$ cat src/rtl/bsg_rocket_pkg.sv
// Shared widths for the rocket host tunnel.
//   bsg_tun_dmx_width_p : width of one tunnel-demux beat in bits
package bsg_rocket_pkg;

    localparam int bsg_tun_dmx_width_p = 32;

endpackage

$ cat src/rtl/bsg_host_arb.sv
// bsg_host_arb
//   Round-robin, packet-locking arbiter that shares the host-out channel among
//   els_p tunnel-demux requesters. A grant is held from the first presented beat
//   until the owner's last beat is accepted. All data/handshake paths are
//   combinational; only the state, round-robin pointer and owner are registered.
//
// Ports
//   clk_i        : clock
//   reset_i      : synchronous, active-high reset
//   v_i          : per-requester beat valid             [els_p]
//   data_i       : per-requester beat data, r at [r*width_p +: width_p]
//   last_i       : per-requester last-beat flag         [els_p]
//   yumi_o       : per-requester beat consumed (one-hot or zero)
//   host_valid_o : host-out beat valid
//   host_data_o  : host-out beat data
//   host_last_o  : host-out last-beat flag
//   host_tag_o   : index of the granted requester
//   host_ready_i : host side accepts a beat
//
// state  | meaning
// IDLE   | no packet in flight; grant by round-robin search from ptr_q
// LOCKED | packet (or stalled beat) in flight; only owner_q may send
module bsg_host_arb
    import bsg_rocket_pkg::*;
#(
    parameter int els_p   = 4,
    parameter int width_p = bsg_tun_dmx_width_p,
    localparam int tag_width_lp = (els_p > 1) ? $clog2(els_p) : 1
) (
    input  logic                       clk_i,
    input  logic                       reset_i,
    input  logic [els_p-1:0]           v_i,
    input  logic [els_p*width_p-1:0]   data_i,
    input  logic [els_p-1:0]           last_i,
    output logic [els_p-1:0]           yumi_o,
    output logic                       host_valid_o,
    output logic [width_p-1:0]         host_data_o,
    output logic                       host_last_o,
    output logic [tag_width_lp-1:0]    host_tag_o,
    input  logic                       host_ready_i
);

    typedef enum logic {IDLE, LOCKED} state_e;

    state_e                  state_q, state_d;
    logic [tag_width_lp-1:0] ptr_q, ptr_d;
    logic [tag_width_lp-1:0] owner_q, owner_d;

    logic [tag_width_lp-1:0] pick;
    logic                    found;
    logic [tag_width_lp:0]   cand;
    logic [tag_width_lp-1:0] grant;
    logic                    valid_raw;
    logic                    accept;

    // Increment with wrap at els_p so non-power-of-2 counts never overrun.
    function automatic logic [tag_width_lp-1:0] wrap_inc(input logic [tag_width_lp-1:0] x);
        return (x == tag_width_lp'(els_p - 1)) ? '0 : x + 1'b1;
    endfunction

    // Round-robin search starting at ptr_q; falls back to ptr_q when nobody is
    // valid so the idle outputs reflect the pointer's requester.
    always_comb begin
        found = 1'b0;
        pick  = ptr_q;
        cand  = '0;
        for (int i = 0; i < els_p; i++) begin
            cand = {1'b0, ptr_q} + (tag_width_lp + 1)'(i);
            if (cand >= (tag_width_lp + 1)'(els_p)) begin
                cand = cand - (tag_width_lp + 1)'(els_p);
            end
            if (!found && v_i[cand[tag_width_lp-1:0]]) begin
                found = 1'b1;
                pick  = cand[tag_width_lp-1:0];
            end
        end
    end

    assign grant        = (state_q == LOCKED) ? owner_q : pick;
    assign valid_raw    = (state_q == LOCKED) ? v_i[owner_q] : found;
    assign host_valid_o = valid_raw & ~reset_i;
    assign accept       = host_valid_o & host_ready_i;
    assign host_tag_o   = grant;

    always_comb begin
        host_data_o = '0;
        host_last_o = 1'b0;
        yumi_o      = '0;
        for (int r = 0; r < els_p; r++) begin
            if (grant == tag_width_lp'(r)) begin
                host_data_o = data_i[r*width_p +: width_p];
                host_last_o = last_i[r];
                yumi_o[r]   = accept;
            end
        end
    end

    always_comb begin
        state_d = state_q;
        ptr_d   = ptr_q;
        owner_d = owner_q;
        case (state_q)
            IDLE: begin
                // A stalled beat or the head of a multi-beat packet pins the grant.
                if (host_valid_o && (!host_ready_i || !host_last_o)) begin
                    state_d = LOCKED;
                    owner_d = grant;
                end else if (accept) begin
                    ptr_d = wrap_inc(grant);
                end
            end
            LOCKED: begin
                if (accept && host_last_o) begin
                    state_d = IDLE;
                    ptr_d   = wrap_inc(owner_q);
                end
            end
            default: state_d = IDLE;
        endcase
    end

    always_ff @(posedge clk_i) begin
        if (reset_i) begin
            state_q <= IDLE;
            ptr_q   <= '0;
            owner_q <= '0;
        end else begin
            state_q <= state_d;
            ptr_q   <= ptr_d;
            owner_q <= owner_d;
        end
    end

endmodule

$ cat config.mk
export PLATFORM = sky130hd
export DESIGN_NAME = bsg_host_arb
export DESIGN_NICKNAME = d
export VERILOG_FILES = /design/src/rtl/bsg_rocket_pkg.sv /design/src/rtl/bsg_host_arb.sv
export SDC_FILE = /design/constraint.sdc
export NUM_CORES = 1
export LEC_CHECK = 0
export CAP_MARGIN = 10
export CORE_MARGIN = 4
export CORE_UTILIZATION = 30
export DETAILED_ROUTE_END_ITERATION = 7
export GPL_TIMING_DRIVEN = 0
export HOLD_SLACK_MARGIN = 0.1
export PLACE_DENSITY = 0.95
export SETUP_SLACK_MARGIN = 0.5
export SYNTH_ARGS = -nofsm -noshare
export SYNTH_HDL_FRONTEND = slang
export SYNTH_SLANG_ARGS = --single-unit
$ cat constraint.sdc
create_clock -name clk_i -period 10.05 [get_ports clk_i]
set_input_delay 2.5125 -clock clk_i [delete_from_list [all_inputs] [get_ports clk_i]]
set_output_delay 2.5125 -clock clk_i [all_outputs]
set_load 0.05 [all_outputs]
==> run_results.csv, run 1 <==
group,metric,value,unit
min_path,holdCritStartpoint,"owner_q[1]",
pwr,totalPowerFinal,1.21,mW
timing,hold_violations,0,
setup_path,path_max_fanout,10,
setup_path,rr_worst_depth,12,
min_path,hp-class,"reg2reg",
finish,multi_input_area,0.00130,mm²
setup_path,start_kind,"input pin",
setup_path,critPathRequiredTime,7540,ps
finish,fillers,405,
clocking,cts_buffers,3,
finish,layout.nets,583,
clocking,cts_tree,"yes",
clocking,cts_num_sinks,5,
floorplan,start_util,0.314,
clocking,cts_root_buf,"clkbuf_8",
setup_path,end_kind,"output port",
detailed_routing,num_vias,2611,
detailed_routing,drt_iter0_markers,120,
detailed_routing,antenna_left,0,
clocking,cts_htree_levels,1,
yosys,synth_fp_nets,401,
min_path,hold_depth,2,
setup_path,cp_slowest_cell,"clkdlybuf4s50_1",
global_route,antenna_found_initial,0,
floorplan,die-area,0.00624,mm²
floorplan,dieWidth,79.0,µm
finish,drive_above_1_share,0.0342,
clocking,clockBufferDepth,2,
global_route,grt_max_degree,11,
global_route,grt_use_total,0.239,
detailed_routing,drtPass1Iterations,5,
floorplan,num_rows,25,
setup_path,crit_buf_inv,5,
timing,fin_setup_tns,0,ps
timing,tightest_slew,569,ps
setup_path,r2r_start,"ptr_q[1]",
pwr,power_density,353,mW/mm²
yosys,ys_ff_latch,5,
pwr,max-vdd-ir-drop,0.207,mV
timing,period_share,0.876,
floorplan,io_pins,179,
setup_path,r2r_slack,7190,ps
finish,regArea,100,µm²
detailed_routing,wire_per_inst,15.7,µm
global_route,overflow,0,
yosys,synth.distinct_cells,33,
clocking,post_cts_resized,0,
finish,antenna_cells,0,
yosys,seq_area_frac_synth,0.0662,
timing,fin_skew,0.139,ps
timing,layout_min_cycle_time,8800,ps
placed_design,portBuffers,177,
min_path,holdPathEnd,"owner_q[1]",
outcome,status,"finished clean",
setup_path,critPathArrivalTime,6290,ps
detailed_routing,wirelength,7940,µm
global_route,grt_first_pass_wirelength,12000,µm
finish,syn2layout_area_growth,126,%
clocking,post_cts.repair.setup_buffers,0,
global_route,grt_pass1_vias,2571,
yosys,synth_warnings,0,
timing,final-setup-viol-count,0,
setup_path,r2r-end,"owner_q[0]",
floorplan,core_area,0.00482,mm²
placed_design,gp_congestion,0.953,
yosys,mappedNetlistArea,0.00151,mm²
detailed_routing,drc,0,
timing,fmaxAchievable,0.114,GHz
run,drv_cap,0,
placed_design,dpl.hpwl,6810,µm
clocking,clock_latency,230,ps
detailed_routing,vias_per_cell,5.17,
setup_path,crit_family,"buffers and inverters",
clocking,cts_hold_buf,0,
pwr,power_leakage,1.28,nW
clocking,clk_pin_slew_worst_paths,40,ps
timing,rsz0062_at_grt,"false",
timing,finalMaxSlewViolations,0,
floorplan,die_h,79.0,µm
yosys,avgSynthCellArea,5.89,µm²
setup_path,cp_cell_sequence,"clkdlybuf4s50_1, nor2_1, a21oi_1, o221ai_1, o21a_1, inv_1, ha_1, buf_2, nor2b_1, clkbuf_1, a22oi_1, nor2_1, a21oi_1, o21ai_0, clkdlybuf4s50_1",
setup_path,criticalPathCategory,"in2out",
setup_path,max_stage_delay,850,ps
yosys,syn_inst,257,
timing,max_slew_margin,0.620,
## where the power goes
group / switching [mW] / total (mW) / leakage [nW] / internal, mW
combinational: 0.743 / 1.13 / 1.22 / 0.389
sequential: 0.00753 / 0.0349 / 0.0411 / 0.0273
clock: 0.0117 / 0.0391 / 0.0228 / 0.0274
## sequential cells by signal, indices dropped and copies added, names as in the netlist
signal,flops
ptr_q,2
state_q,1
owner_q,2
## logic make-up (layout without fill, tap and decap cells)
kind of cell,count (synthesis),in the layout,share of synthesized area
compound gates,115,115,0.468
fa+ha+maj,5,5,0.0414
buf+inv,28,209,0.0769
flops,5,5,0.0662
mux,9,9,0.0695
simple gates,95,95,0.278
## worst min-delay path, stage by stage (launching register included)
cell and delay, ps:
dfxtp_1 330, nand2_1 60, mux2i_1 60
## layout by cell type (no fill, tap or decap), drive strengths merged, types with 3 or more instances in the layout
cell type	Yosys	routed
a211oi	3	3
a21oi	37	37
a22oi	31	31
and3	5	5
buf	5	5
clkbuf	19	23
clkdlybuf4s50	0	177
dfxtp	5	5
ha	5	5
inv	4	4
mux2i	6	6
nand2	42	42
nor2	34	34
nor2b	5	5
o21ai	35	35
## routing by layer
layer  track usage  vias to the layer above  share of wire  routed length (µm)
li1              -                     1297              -                   -
met2         0.441                      128           0.52                4110
met4        0.0687                        0          0.027                 216
met1         0.265                     1166           0.37                2960
met5             0                        -              0                   0
met3        0.0646                       20          0.082                 654
## cells in the mapped netlist
master	number	area [µm²]
o21ai_0	35	175
a21oi_1	37	185
clkbuf_1	19	71.3
nor3b_4	1	18.8
mux2i_1	6	60.1
nand3b_1	2	15.0
buf_6	1	11.3
nand3_1	1	5.00
nand2_1	42	158
nor2b_1	5	31.3
o22ai_2	1	12.5
o22ai_1	1	6.26
and3_1	5	31.3
mux4_2	1	22.5
a22oi_1	31	233
nand2b_1	1	6.26
buf_1	1	3.75
nor3b_1	1	7.51
ha_1	5	62.6
a22o_1	1	8.76
mux2_2	2	22.5
o221ai_1	1	8.76
buf_2	3	15.0
dfxtp_1	5	100
o22a_1	1	8.76
a2111oi_0	1	8.76
a211oi_2	3	37.5
nor3_1	2	10.0
nor2_1	34	128
and4b_1	1	10.0
a211o_1	1	8.76
o21a_1	2	15.0
inv_1	4	15.0
## worst max path at each step
| stage | endpoint | cells past startpoint | slack, ps | startpoint |
|---|---|---|---|---|
| floorplan | host_data_o[30] | 10 | 1090 | v_i[0] |
| global placement | host_data_o[15] | 15 | 1330 | v_i[1] |
| detailed placement | host_data_o[11] | 15 | 1250 | v_i[3] |
| CTS | host_data_o[11] | 15 | 1240 | v_i[3] |
| global route | host_data_o[22] | 15 | 880 | v_i[3] |
| finish | host_data_o[22] | 15 | 1250 | v_i[1] |
## through the flow
stage / cell area, µm² / cells / hold WS, ps / setup WS, ps / util
floorplan: 1510 / 257 / 463 / 1090 / -
global placement: 3370 / 501 / 479 / 1330 / 0.699
detailed placement: 3370 / 501 / 503 / 1250 / 0.699
CTS: 3410 / 505 / 508 / 1240 / 0.709
global route: 3410 / 505 / 553 / 883 / 0.709
finish: 3410 / 505 / 501 / 1250 / 0.709
## area by class of cell
class                   instances  share of cell area
flip-flops and latches          5              0.0293
clock buffers                   4              0.0132
multi-input cells             224               0.380
well taps                      67              0.0246
inverters                       4             0.00440
plain buffers                  24              0.0297
repair buffers                177               0.519
(Power assumes the default switching activity.)
==> run 2: changes to the inputs <==
--- a/config.mk
+++ b/config.mk
@@ -5,9 +5,10 @@
 export SDC_FILE = /design/constraint.sdc
 export NUM_CORES = 1
 export LEC_CHECK = 0
+export ABC_AREA = 1
 export CAP_MARGIN = 10
 export CORE_MARGIN = 4
-export CORE_UTILIZATION = 30
+export CORE_UTILIZATION = 31
 export DETAILED_ROUTE_END_ITERATION = 7
 export GPL_TIMING_DRIVEN = 0
 export HOLD_SLACK_MARGIN = 0.1
==> run 2 against run 1 <==
Flip-flop and latch count stayed put. First-iteration DRC count is 75% higher. Sequential share of layout area decreased by 0.13 points. Via count rose by 11%. Largest cell class unchanged. Setup slack improved by 43 ps. Register-to-register slack barely moved. Synthesized cell count up 11%. Critical path depth grew 3. Cell count rose by 6.5%. Non-clock buffer count is the same. Critical endpoint is now host_data_o[8]. Critical path type unchanged.
==> run_results.csv, run 2 <==
group,metric,value,unit
timing,layout_min_cycle_time,8760,ps
clocking,post_cts_resized,0,
finish,reg_top3,"owner_q: 2 flops, ptr_q: 2 flops, state_q: 1 flops",
floorplan,core_area,0.00514,mm²
finish,fin_area,0.00357,mm²
clocking,cts_htree_levels,1,
yosys,synth_warnings,0,
placed_design,placed_area,0.00352,mm²
yosys,synthTopCellsByArea,"nand2_1 (18%), a221oi_1 (17%), o31ai_1 (15%), nor2_1 (10%), dfxtp_1 (6.1%)",
setup_path,criticalPathCategory,"in2out",
floorplan,die_h,81.0,µm
global_route,overflow,0,
finish,syn2layout_area_growth,116,%
setup_path,critPathArrivalTime,6250,ps
yosys,synth_edf_count,0,
global_route,antenna_found_initial,0,
clocking,cts_tree,"yes",
detailed_routing,vias_per_cell,5.37,
setup_path,path_max_fanout,10,
setup_path,path_common_cell,"nand2_1",
timing,fmaxAchievable,0.114,GHz
setup_path,cp_slowest_cell,"clkdlybuf4s50_1",
global_route,grt_pass1_vias,2730,
floorplan,io_pins,179,
finish,drive_above_1_share,0.0876,
placed_design,post-place-ws,1270,ps
timing,finalMaxSlewViolations,0,
outcome,status,"finished clean",
setup_path,max_stage_delay,900,ps
placed_design,gp_congestion,0.914,
yosys,synthTopCellsByCount,"nand2_1 (81), nor2_1 (44), a221oi_1 (32), o31ai_1 (32), clkbuf_1 (16)",
detailed_routing,wire_per_inst,17.3,µm
yosys,synth_fp_nets,430,
finish,layout.nets,613,
yosys,netlist.area_leader.share,0.184,
setup_path,start_kind,"input pin",
clocking,cts_hold_buf,0,
setup_path,cp_cell_sequence,"clkdlybuf4s50_1, inv_1, nand2_1, nand2_1, nand2_1, nand2_1, nand3b_1, nand2_1, nand3_1, nand3_1, nand2_2, inv_1, ha_1, clkbuf_1, clkbuf_1, nand2_1, o31ai_1, clkdlybuf4s50_1",
global_route,grt_use_total,0.260,
clocking,clk_pin_slew_worst_paths,30,ps
clocking,clockBufferDepth,2,
timing,hold_violations,0,
run,drv_cap,0,
global_route,grt_first_pass_wirelength,13500,µm
clocking,post_cts.repair.setup_buffers,0,
placed_design,portBuffers,178,
setup_path,end_kind,"output port",
floorplan,dieWidth,81.0,µm
finish,mostFrequentLayoutCell,"clkdlybuf4s50_1",
placed_design,dpl.hpwl,7730,µm
detailed_routing,wirelength,9290,µm
min_path,hp-class,"reg2reg",
floorplan,num_rows,26,
yosys,mappedNetlistArea,0.00165,mm²
yosys,async_reset_ff_frac,0,
clocking,cts_buffers,3,
timing,hold-worst-slack,553,ps
yosys,synth.distinct_cells,25,
global_route,grt_max_degree,11,
setup_path,crit_family,"buffers and inverters",
yosys,avgSynthCellArea,5.78,µm²
setup_path,critPathRequiredTime,7540,ps
finish,final_cell_mix,"clkdlybuf4s50_1 (178), nand2_1 (81), nor2_1 (44)",
timing,period_share,0.872,
timing,fin_skew,2.87,ps
yosys,synth.largest_area_cell,"nand2_1",
clocking,cts_num_sinks,5,
finish,antenna_cells,0,
floorplan,start_util,0.322,
detailed_routing,num_vias,2887,
clocking,cts_root_buf,"clkbuf_8",
yosys,ys_ff_latch,5,
timing,setup_ws,1290,ps
yosys,seq_area_frac_synth,0.0605,
detailed_routing,antenna_left,0,
clocking,clock_latency,220,ps
timing,final-setup-viol-count,0,
setup_path,crit_buf_inv,6,
yosys,yosysMostFrequentCell,"nand2_1",
timing,max_slew_margin,0.625,
detailed_routing,drt_iter0_markers,210,
timing,rsz0062_at_grt,"false",
timing,fin_setup_tns,0,ps
floorplan,die-area,0.00657,mm²
detailed_routing,drtPass1Iterations,5,
timing,tightest_slew,561,ps
yosys,syn_inst,286,
detailed_routing,drc,0,
yosys,ys.flop_type,"dfxtp_1",
==> run 2: area by class of cell <==
| cell class | instances | area, µm² |
|---|---|---|
| flip-flops and latches | 5 | 100 |
| clock buffers | 4 | 45.0 |
| plain buffers | 23 | 108 |
| repair buffers | 178 | 1780 |
| multi-input cells | 240 | 1370 |
| well taps | 70 | 87.6 |
| inverters | 18 | 75.1 |
| fillers | 437 | 1570 |
==> run 2: cell families after synthesis <==
logic type | after synthesis | synth area share
AND/OR/NAND/NOR | 165 | 0.456
AO/OA/AOI/OAI | 70 | 0.335
buffers and inverters | 41 | 0.110
adder cells (fa/ha/maj) | 5 | 0.0378
flip-flops | 5 | 0.0605
==> run 2: per-stage QoR <==
step	util	instances
after detailed placement	0.685	534
after global placement	0.685	534
after floorplan	-	286
final	0.694	538
after global routing	0.694	538
after CTS	0.694	538
==> run 2: worst paths after layout <==
path            start        endpoint  slack (ps)  cells after the start
max            v_i[3]  host_data_o[8]        1290                     18
min           state_q         state_q         550                      2
max reg2reg  ptr_q[0]        ptr_q[0]        7180                     30
min reg2reg   state_q         state_q         550                      2
==> run 2: tightest hold or removal path, cell delays in order, from the launching register on <==
cell,delay [ps]
dfxtp_1,350
nand2_1,90
a21oi_1,60
==> run 2: metal layers <==
layer	share of wire	wire (µm)	vias up	GRT usage
met4	0.028	262	0	0.0828
met1	0.37	3390	1297	0.293
met3	0.13	1210	30	0.0987
met5	0	0	-	0
li1	-	-	1383	-
met2	0.48	4420	177	0.449
Power of run 2 is not shown: default switching activity piles up to over one toggle a cycle in this logic, so the estimate is an artifact.
